==> config.mk <==
export PLATFORM = sky130hd
export DESIGN_NAME = clb_cfg_loader_flat
export DESIGN_NICKNAME = d
export VERILOG_FILES = /design/src/rtl/clb_cfg_loader_if.sv /design/src/rtl/clb_cfg_loader.sv /design/src/flat_wrapper.sv
export SDC_FILE = /design/constraint.sdc
export NUM_CORES = 1
export LEC_CHECK = 0
export ABC_AREA = 1
export ABC_CLOCK_PERIOD_IN_PS = 1700
export BUFFER_PORTS_ARGS = -buffer_cell sky130_fd_sc_hd__buf_2
export CAP_MARGIN = 30
export CORE_MARGIN = 10
export CORE_UTILIZATION = 35
export CTS_CLUSTER_DIAMETER = 50
export DETAILED_ROUTE_END_ITERATION = 10
export PLACE_DENSITY = 0.52
export SYNTH_ARGS = -nofsm -noshare
export SYNTH_HDL_FRONTEND = slang
export SYNTH_SLANG_ARGS = --single-unit
==> constraint.sdc <==
create_clock -name K -period 1.7 [get_ports K]
set_input_delay 0.34 -clock K [delete_from_list [all_inputs] [get_ports K]]
set_output_delay 0.34 -clock K [all_outputs]
set_load 0.01 [all_outputs]
==> src/rtl/clb_cfg_loader_if.sv <==
// Serial configuration bus between the device bitstream shifter and one CLB config loader.
// The loader takes the slave view; the shifter side (or a bench) takes the master view.
interface clb_cfg_loader_if #(
  parameter int unsigned CFG_W = 37
);
  logic             DIN;
  logic             DVALID;
  logic             CLR;
  logic [CFG_W-1:0] CFG;
  logic             CFG_LOAD;
  logic             BUSY;
  logic             DONE;
  logic             ERR;

  modport master (
    output DIN, DVALID, CLR,
    input  CFG, CFG_LOAD, BUSY, DONE, ERR
  );

  modport slave (
    input  DIN, DVALID, CLR,
    output CFG, CFG_LOAD, BUSY, DONE, ERR
  );
endinterface

==> src/rtl/clb_cfg_loader.sv <==
// Serial CLB configuration writer: hunts for a preamble, shifts in one frame, checks even parity,
// and commits the frame to CFG atomically.
module clb_cfg_loader #(
  parameter int unsigned      CFG_W   = 37,
  parameter logic [7:0]       PRE     = 8'hB5,
  parameter int unsigned      TO_CYC  = 64,
  parameter logic [CFG_W-1:0] CFG_RST = 37'h3802A0116
) (
  input logic               K,
  input logic               RSTN,
  clb_cfg_loader_if.slave   bus
);

  localparam int unsigned BCNT_W = $clog2(CFG_W + 1);
  localparam int unsigned TO_W   = $clog2(TO_CYC + 1);

  typedef enum logic [1:0] {
    S_HUNT = 2'd0,
    S_DATA = 2'd1,
    S_PAR  = 2'd2
  } state_t;

  state_t            state;
  logic [7:0]        win;
  logic [CFG_W-1:0]  shadow;
  logic [BCNT_W-1:0] bit_cnt;
  logic [TO_W-1:0]   to_cnt;
  logic [CFG_W-1:0]  cfg;
  logic              cfg_load;
  logic              done;
  logic              err;

  logic [7:0]        win_nxt;
  logic [TO_W-1:0]   to_inc;
  logic              to_hit;
  logic              par_ok;

  // Preamble window including the current bit, saturating idle count, and parity result.
  assign win_nxt = {win[6:0], bus.DIN};
  assign to_inc  = (to_cnt == {TO_W{1'b1}}) ? to_cnt : to_cnt + TO_W'(1);
  assign to_hit  = (to_inc >= TO_W'(TO_CYC));
  assign par_ok  = ~(^shadow ^ bus.DIN);

  always_ff @(posedge K) begin
    if (!RSTN) begin
      state    <= S_HUNT;
      win      <= '0;
      shadow   <= '0;
      bit_cnt  <= '0;
      to_cnt   <= '0;
      cfg      <= CFG_RST;
      cfg_load <= 1'b0;
      done     <= 1'b0;
      err      <= 1'b0;
    end else begin
      cfg_load <= 1'b0;
      // Clear first so a same-edge set below takes priority.
      if (bus.CLR) begin
        done <= 1'b0;
        err  <= 1'b0;
      end
      case (state)
        S_HUNT: begin
          if (bus.DVALID) begin
            if (win_nxt == PRE) begin
              state   <= S_DATA;
              win     <= '0;
              bit_cnt <= '0;
              to_cnt  <= '0;
            end else begin
              win <= win_nxt;
            end
          end
        end
        S_DATA: begin
          if (bus.DVALID) begin
            shadow <= {shadow[CFG_W-2:0], bus.DIN};
            to_cnt <= '0;
            if (bit_cnt == BCNT_W'(CFG_W - 1)) begin
              state <= S_PAR;
            end else begin
              bit_cnt <= bit_cnt + BCNT_W'(1);
            end
          end else if (to_hit) begin
            err    <= 1'b1;
            state  <= S_HUNT;
            win    <= '0;
            shadow <= '0;
            to_cnt <= '0;
          end else begin
            to_cnt <= to_inc;
          end
        end
        S_PAR: begin
          if (bus.DVALID) begin
            if (par_ok) begin
              cfg      <= shadow;
              cfg_load <= 1'b1;
              done     <= 1'b1;
            end else begin
              err <= 1'b1;
            end
            state  <= S_HUNT;
            win    <= '0;
            shadow <= '0;
            to_cnt <= '0;
          end else if (to_hit) begin
            err    <= 1'b1;
            state  <= S_HUNT;
            win    <= '0;
            shadow <= '0;
            to_cnt <= '0;
          end else begin
            to_cnt <= to_inc;
          end
        end
        default: state <= S_HUNT;
      endcase
    end
  end

  assign bus.CFG      = cfg;
  assign bus.CFG_LOAD = cfg_load;
  assign bus.BUSY     = (state != S_HUNT);
  assign bus.DONE     = done;
  assign bus.ERR      = err;

endmodule

==> src/flat_wrapper.sv <==
// flat-port wrapper written by rule: the top's interface ports become plain ports
module clb_cfg_loader_flat 
#(
  parameter int unsigned      CFG_W   = 37,
  parameter logic [7:0]       PRE     = 8'hB5,
  parameter int unsigned      TO_CYC  = 64,
  parameter logic [CFG_W-1:0] CFG_RST = 37'h3802A0116
)
  (K, RSTN, bus_DIN, bus_DVALID, bus_CLR, bus_CFG, bus_CFG_LOAD, bus_BUSY, bus_DONE, bus_ERR);
  clb_cfg_loader_if #(.CFG_W(CFG_W)) bus_i ();
  input logic K;
  input logic RSTN;
  input wire logic [$bits(bus_i.DIN)-1:0] bus_DIN;
  input wire logic [$bits(bus_i.DVALID)-1:0] bus_DVALID;
  input wire logic [$bits(bus_i.CLR)-1:0] bus_CLR;
  output wire logic [$bits(bus_i.CFG)-1:0] bus_CFG;
  output wire logic [$bits(bus_i.CFG_LOAD)-1:0] bus_CFG_LOAD;
  output wire logic [$bits(bus_i.BUSY)-1:0] bus_BUSY;
  output wire logic [$bits(bus_i.DONE)-1:0] bus_DONE;
  output wire logic [$bits(bus_i.ERR)-1:0] bus_ERR;
  assign bus_i.DIN = bus_DIN;
  assign bus_i.DVALID = bus_DVALID;
  assign bus_i.CLR = bus_CLR;
  assign bus_CFG = bus_i.CFG;
  assign bus_CFG_LOAD = bus_i.CFG_LOAD;
  assign bus_BUSY = bus_i.BUSY;
  assign bus_DONE = bus_i.DONE;
  assign bus_ERR = bus_i.ERR;
  clb_cfg_loader #(.CFG_W(CFG_W), .PRE(PRE), .TO_CYC(TO_CYC), .CFG_RST(CFG_RST)) u_core (.K(K), .RSTN(RSTN), .bus(bus_i));
endmodule
==> summary.md, run 1 <==
| Metric | Value |
|---|---|
| Status | `complete, but fails checks` |
| Failing checks | `setup timing` |
| Max Cap Viol | `0` |
| DP HPWL | `8.53 mm` |
| Yosys top cell area share | `0.411` |
| Cell variety after synth | `31` |
| Seq/Total Area, Yosys | `0.411` |
| Overall Global Routing Usage | `0.134` |
| Critical Path Sink Type | `register` |
| Switch Pwr | `0.00220 W` |
| Critical-path cell list | `inv_1 > nand2_1 > nand2_2 > nand2_1 > nand2_1 > nand3_1 > nand2_2 > nand2_2 > nand3_4 > nand2_4 > nand2_4 > nand3_4 > buf_6 > nand2_2 > nand2_1 > nor2_1` |
| Worst-margin pin slew | `329 ps` |
| Final std cells w/o fill | `1074` |
| Final Hold Viols | `0` |
| Remaining global-route overflow | `0` |
| Crit path max fanout | `5` |
| Vias | `~5000` |
| Clock skew | `a little under 8 ps` |
| Multiplexer share of the synthesized area | `0` |
| Clock Latency Late Sink | `360 ps` |
| Commonest non-fill, non-tap cell in the layout | `nand2_1` |
| Filler Cell Count | `1278` |
| Vias/cell | `4.68` |
| Die Wd | `between 100 and 150 um` |
| Fraction of layout cells with a size suffix above 1 | `0.404` |
| Final WS setup | `-170 ps` |
| Register share of total power | `0.373` |
| Clock sinks | `99` |
| Largest net degree at the start of global routing | `38` |
| Ys Warns | `0` |
| WP data arrival | `2160 ps` |
| ANT cells | `0` |
| CTS tree | `done` |
| Top cells by area in the synthesized netlist | `dfxtp_1, nand2_1, inv_1` |
| Area growth syn-to-layout | `47.4%` |
| FF-to-FF Start | `u_core.shadow[26]` |
| FF+latch count, synth | `just under 100` |
| Mapped Area | `0.00483 mm^2` |
| Comb pwr share | `0.335` |
| Slew margin rel. | `0.781` |
| First-iteration detailed-routing DRC count | `235` |
| Row cnt | `42` |
| Combinational family with the most area after synthesis | `simple AND/OR/NAND/NOR gates` |
| TritonCTS Buffers | `9` |
| Mapped Cells | `between 700 and 800` |
| Height of the die | `137 um` |
| Reg-to-reg endpoint | `u_core.bus.CFG[5]` |
| Peak VDD IR | `slightly above 500 uV` |
| Antenna violations before repair | `0` |
| Most frequent cells in the layout | `nand2_1, buf_4, inv_1, dfxtp_1, nor2_1` |
| Final core area utilization | `0.531` |
| Slowest CP cell | `dfxtp_4` |
| CP endpoint | `u_core.bus.CFG[5]` |
| CTS Hold Bufs | `0` |
| Simple-gate area share of the yosys netlist | `0.382` |
| Proportion of power drawn by the clock network | `0.291` |
| Adder-Cell Fraction of Synth Area | `0.0207` |
| Fmax | `535 MHz` |
| Clk slew on worst S/H paths | `70 ps` |
| Final setup violating endpoints | `40` |
| Port bufs | `45` |
| Startpoint types | `register` |
| Leak Pwr | `3.32 nW` |
| Design internal power | `approximately 0.0046 W` |
| RSZ-0062 raised after global routing | `true` |
| Crit path kind | `register to register` |
| Residual DRC | `0` |
| Syn avg cell area | `6.34 um^2` |
| Worst Hold Class | `input pin to register` |
| Syn Nets | `approximately 770` |
| H-tree level count | `3` |
| Nets | `909` |
| IO Pins | `46` |
| Drt total wl | `between 10 and 15 mm` |
| Leading area contributor after synthesis | `dfxtp_1` |
| Final period util | `1.10` |
| Reg2reg path depth | `16` |
| Largest stage delay, worst path | `360 ps` |
| CTS Root Cell | `clkbuf_16` |
| Core box area | `0.0134 mm^2` |
| Routed len/inst | `13.2 um` |
| Area fraction in compound gates after synthesis | `0.0723` |
| Final Max Tran Viols | `0` |
| Initial DRT Pass Iterations | `4` |
| Pwr Density | `around 960 mW/mm^2` |
| RePlAce Congestion | `0.834` |
| Die footprint | `roughly 0.019 mm^2` |
| Switching portion of total power | `0.324` |
| CP Launch Point | `u_core.shadow[26]` |
| Placed cells | `1030` |
| Antenna Nets Post-Route | `0` |
| Min cycle time layout | `~1900 ps` |
| Initial Utilization | `0.360` |
| First-pass GRT wire length | `just over 20 mm` |
| Clock Tree Buf Depth | `2` |
| Xor and xnor area share after synthesis | `0.0145` |
| FF-to-FF setup slack | `-170 ps` |
| Vias in the first global route | `4455` |
| Crit path required time | `1990 ps` |
| Final hold slack | `305 ps` |
## worst min path at each step
stage | start | end | slack [ps] | cells after the start
2_1_floorplan | u_core.win[6] | u_core.win[6] | 440 | 2
3_3_place_gp | u_core.win[6] | u_core.win[6] | 450 | 2
3_5_place_dp | u_core.bus.CFG[2] | u_core.bus.CFG[2] | 450 | 2
4_1_cts | bus_CLR | u_core.bus.DONE | 280 | 4
5_1_grt | bus_CLR | u_core.bus.DONE | 340 | 4
6_report | bus_CLR | u_core.bus.DONE | 310 | 4
## power by group through the flow
stage               clock (W)  sequential [W]  combinational [W]
floorplan                   0         0.00260           0.000763
global placement            0         0.00257            0.00139
detailed placement          0         0.00257            0.00141
CTS                   0.00203         0.00252            0.00157
global route          0.00212         0.00256            0.00247
finish                0.00198         0.00254            0.00228
## layout make-up
| cell class | instances | area [um^2] | share of cell area |
|---|---|---|---|
| repair buffers | 147 | 1230 | 0.173 |
| clock inverters | 4 | 45.0 | 0.00633 |
| well taps | 176 | 220 | 0.0310 |
| inverters | 96 | 369 | 0.0519 |
| flip-flops and latches | 99 | 2040 | 0.286 |
| clock buffers | 9 | 225 | 0.0317 |
| multi-input cells | 543 | 2990 | 0.420 |
## critical path: cells and delay by family (launching register included)
kind	cells	cell delay (ps)
and+or+nand+nor	14	1160
buffers and inverters	2	270
DFF	1	360
## metrics by stage
| step | instance area (um^2) | setup slack [ps] | total power, W | setup TNS [ps] |
|---|---|---|---|---|
| after global routing | 7110 | -306 | 0.00715 | -11020 |
| after global placement | 5750 | -185 | 0.00395 | -5340 |
| after floorplan | 4830 | -19.4 | 0.00337 | -707 |
| after CTS | 6280 | -74.7 | 0.00612 | -1780 |
| final | 7110 | -170 | 0.00681 | -5260 |
| after detailed placement | 5750 | -203 | 0.00398 | -6420 |
## registers in the layout, indices dropped and copies added, names as in the netlist
name,count
u_core.bit_cnt,6
u_core.bus.CFG,37
u_core.bus.CFG_LOAD,1
u_core.bus.DONE,1
u_core.bus.ERR,1
u_core.shadow,37
u_core.state,2
u_core.to_cnt,7
u_core.win,7
## cell usage after synthesis, drive strengths merged
| cell | number |
|---|---|
| nand2 | 324 |
| dfxtp | 99 |
| inv | 95 |
| nor2 | 76 |
| a21oi | 51 |
| nand3 | 39 |
| clkbuf | 18 |
| o21ai | 11 |
| ha | 8 |
| nor3 | 8 |
| buf | 7 |
| xor2 | 6 |
| nor3b | 5 |
| a211oi | 2 |
| nand3b | 2 |
| nand4 | 2 |
| xnor2 | 2 |
| and2 | 1 |
| clkinv | 1 |
| o21a | 1 |
| o221ai | 1 |
| o31ai | 1 |
| or2 | 1 |
## per-layer routing
metal | global-route usage | up-vias | routed length (um) | part of all wire
met5 | 0 | - | 0 | 0
met4 | 0.0550 | 0 | 267 | 0.019
met3 | 0.0310 | 19 | 581 | 0.041
met2 | 0.228 | 72 | 6970 | 0.49
met1 | 0.160 | 2337 | 6330 | 0.45
li1 | - | 2597 | - | -
## timing repair
| item | CTS | global route |
|---|---|---|
| resized for setup | 73 | 166 |
| setup buffers | 7 | 11 |
| setup endpoints to repair | 82 | 97 |
| cloned | 2 | 11 |
| pin swaps | 1 | 61 |
## logic make-up after synthesis
family | after synthesis
XOR/XNOR | 8
AND/OR/NAND/NOR | 458
buffers and inverters | 121
AO/OA/AOI/OAI | 67
flip-flops | 99
adder cells (fa/ha/maj) | 8
Note: power is estimated with default switching activity, not from simulation.
==> run 2, diff against run 1 <==
--- a/config.mk
+++ b/config.mk
@@ -10,10 +10,10 @@
 export BUFFER_PORTS_ARGS = -buffer_cell sky130_fd_sc_hd__buf_2
 export CAP_MARGIN = 30
 export CORE_MARGIN = 10
-export CORE_UTILIZATION = 35
+export CORE_UTILIZATION = 53
 export CTS_CLUSTER_DIAMETER = 50
 export DETAILED_ROUTE_END_ITERATION = 10
-export PLACE_DENSITY = 0.52
+export PLACE_DENSITY = 0.73
 export SYNTH_ARGS = -nofsm -noshare
 export SYNTH_HDL_FRONTEND = slang
 export SYNTH_SLANG_ARGS = --single-unit
==> summary.md, run 2 (same netlist as run 1, synthesis figures left out) <==
| Metric | Value |
|---|---|
| RSZ-0062 raised after global routing | `true` |
| Design area | `0.00660 mm^2 (-7.2%)` |
| Slew margin rel. | `0.779 (-0.00148)` |
| Pwr Density | `971 mW/mm^2 (+1.5%)` |
| CP Launch Point | `u_core.shadow[18]` |
| FF-to-FF setup slack | `-180 ps (about the same)` |
| Proportion of power drawn by the clock network | `0.313 (+0.022)` |
| Switch Pwr | `0.00200 W (-9.4%)` |
| Comb pwr share | `0.293 (-0.042)` |
| Nets | `896 (-1.4%)` |
| Reg2reg path depth | `15 (-1)` |
| Initial DRT Pass Iterations | `5 (+1)` |
| Final Hold Viols | `0 (unchanged)` |
| CP Buf/Inv Count | `2 (unchanged)` |
| Vias/cell | `5.12 (+9.5%)` |
| Vias | `5104 (+1.6%)` |
| Height of the die | `115 um (-16%)` |
| CTS Hold Bufs | `0 (unchanged)` |
| Routed len/inst | `13.3 um (+0.93%)` |
| DP Area | `0.00569 mm^2 (-1.0%)` |
| Worst Hold Class | `input pin to register` |
| FF-to-FF Start | `u_core.shadow[18]` |
| Final setup violating endpoints | `40 (unchanged)` |
| Fraction of layout cells with a size suffix above 1 | `0.357 (-0.0472)` |
| Remaining global-route overflow | `0 (unchanged)` |
| Filler Cell Count | `649 (-49%)` |
| RePlAce Congestion | `0.872 (+4.5%)` |
| Overall Global Routing Usage | `0.178 (+0.0438)` |
| TritonCTS Buffers | `9 (unchanged)` |
| Largest stage delay, worst path | `350 ps (about the same)` |
| Clk slew on worst S/H paths | `100 ps (+30 ps)` |
| Worst-margin pin slew | `330 ps (+0.780 ps)` |
| Multi-input gate area | `0.00275 mm^2 (-8.1%)` |
| Fmax | `531 MHz (-0.60%)` |
| Die footprint | `0.0133 mm^2 (-29%)` |
| Die Wd | `115 um (-16%)` |
| Final Max Tran Viols | `0 (unchanged)` |
| Clock sinks | `99 (unchanged)` |
| Final WS setup | `-182 ps (-11.2 ps)` |
| Area growth syn-to-layout | `36.7%` |
| Critical Path Sink Type | `register` |
| Reg-to-reg endpoint | `u_core.bus.CFG[27]` |
| Clock skew | `11.1 ps (+3.20 ps)` |
| Peak VDD IR | `837 uV (+62%)` |
| Final period util | `1.11 (+0.00659)` |
| Antenna Nets Post-Route | `0 (unchanged)` |
| Drt total wl | `13.2 mm (-6.4%)` |
| FF/Latch Area | `0.00205 mm^2 (+0.92%)` |
| WP data arrival | `2160 ps (about the same)` |
| Design internal power | `0.00441 W (-4.2%)` |
| Leak Pwr | `3.24 nW (-2.5%)` |
| H-tree level count | `3 (unchanged)` |
| Residual DRC | `0 (unchanged)` |
| Min cycle time layout | `1880 ps (+11.2 ps)` |
| Initial Utilization | `0.548 (+0.188)` |
| CTS tree | `done` |
| CP endpoint | `u_core.bus.CFG[27]` |
| Switching portion of total power | `0.311 (-0.0122)` |
| Port bufs | `45 (unchanged)` |
| Status | `complete, but fails checks` |
| Most frequent cells in the layout | `nand2_1, buf_4, inv_1, nor2_1, dfxtp_1` |
| Startpoint types | `register` |
| Largest net degree at the start of global routing | `49 (+29%)` |
| Crit path kind | `register to register` |
| ANT cells | `0 (unchanged)` |
| DP HPWL | `8.28 mm (-3.0%)` |
| Slowest CP cell | `dfxtp_2` |
| Crit path required time | `1980 ps (about the same)` |
| Crit path max fanout | `20 (+15)` |
| CP delay by family, top | `simple AND/OR/NAND/NOR gates` |
| First-pass GRT wire length | `19.9 mm (-3.8%)` |
| CP most frequent cell | `nand2_1` |
| Clock Tree Buf Depth | `2 (unchanged)` |
| Max Cap Viol | `0 (unchanged)` |
| Commonest non-fill, non-tap cell in the layout | `nand2_1` |
| CTS Root Cell | `clkbuf_8` |
| IO Pins | `46 (unchanged)` |
| Pre-CTS WS | `-188 ps (+14.7 ps)` |
| Clock Latency Late Sink | `380 ps (+20 ps)` |
| Logic depth of the worst setup path including buffers | `15 (-1)` |
| Row cnt | `34 (-19%)` |
| Critical-path cell list | `inv_1 > nand2_1 > nand2_1 > nand2_1 > nand2_2 > nand2_1 > nand2_2 > nand2_1 > nand3_2 > nand2_2 > nand2_4 > nand3_4 > buf_12 > nor2_1 > nor2_1` |
| Vias in the first global route | `4761 (+6.9%)` |
| Core box area | `0.00881 mm^2 (-34%)` |
| Failing checks | `setup timing` |
| First-iteration detailed-routing DRC count | `287 (+22%)` |
| Register share of total power | `0.394 (+0.021)` |
| Antenna violations before repair | `0 (unchanged)` |
run 2: changes by cell type in the layout (fill, tap and decap cells not counted), moves of 10 or more:
cell,before,now
a21oi_1,30,47
clkbuf_8,0,10
a21oi_2,21,4
nand2_1,260,271
clkbuf_16,14,2
run 2: what timing repair did:
| action | 4_1_cts | 5_1_grt |
|---|---|---|
| resized for setup | 63 | 130 |
| buffers inserted | 3 | 8 |
| endpoints found under the setup margin | 94 | 99 |
| pin swaps | 3 | 25 |
| cloned | 1 | 2 |
run 2: per-layer routing:
layer,up-vias,global-route usage,routed length (um)
met1,2379,0.189,5370
met5,-,0,0
li1,2562,-,-
met4,0,0.0633,284
met3,31,0.0419,660
met2,132,0.335,6930
run 2: power groups by stage:
stage               combinational [W]  clock, W  sequential [W]
floorplan                    0.000763         0         0.00260
global placement              0.00136         0         0.00257
detailed placement            0.00140         0         0.00258
CTS                           0.00153   0.00203         0.00253
global route                  0.00202   0.00211         0.00254
finish                        0.00188   0.00200         0.00253
run 2: tightest hold or removal path, cell delays in order:
cell     delay (ps)
buf_2            90
inv_1            60
nand2_1          60
a21oi_1          60
run 2: worst min path at each step:
stage | from | endpoint | slack (ps) | depth (start not counted)
after global routing | bus_CLR | u_core.bus.DONE | 280 | 4
after detailed placement | u_core.win[6] | u_core.win[6] | 460 | 2
after CTS | bus_CLR | u_core.bus.DONE | 260 | 4
after floorplan | u_core.win[6] | u_core.win[6] | 440 | 2
final | bus_CLR | u_core.bus.DONE | 280 | 4
after global placement | u_core.win[6] | u_core.win[6] | 450 | 2
run 2: final cells by class:
type                    count  area share
multi-input cells         542       0.416
flip-flops and latches     99       0.311
repair buffers            135       0.154
inverters                  96      0.0561
clock buffers              10      0.0209
clock inverters             6      0.0207
well taps                 108      0.0205
run 2: through the flow:
step,utilization,setup TNS [ps],hold slack [ps],std cells,power (W)
floorplan,-,-707,441,761,0.00337
global placement,0.646,-4660,450,967,0.00393
detailed placement,0.646,-6480,462,967,0.00398
CTS,0.697,-1660,258,987,0.00608
global route,0.750,-13180,279,996,0.00668
finish,0.750,-6050,276,996,0.00641
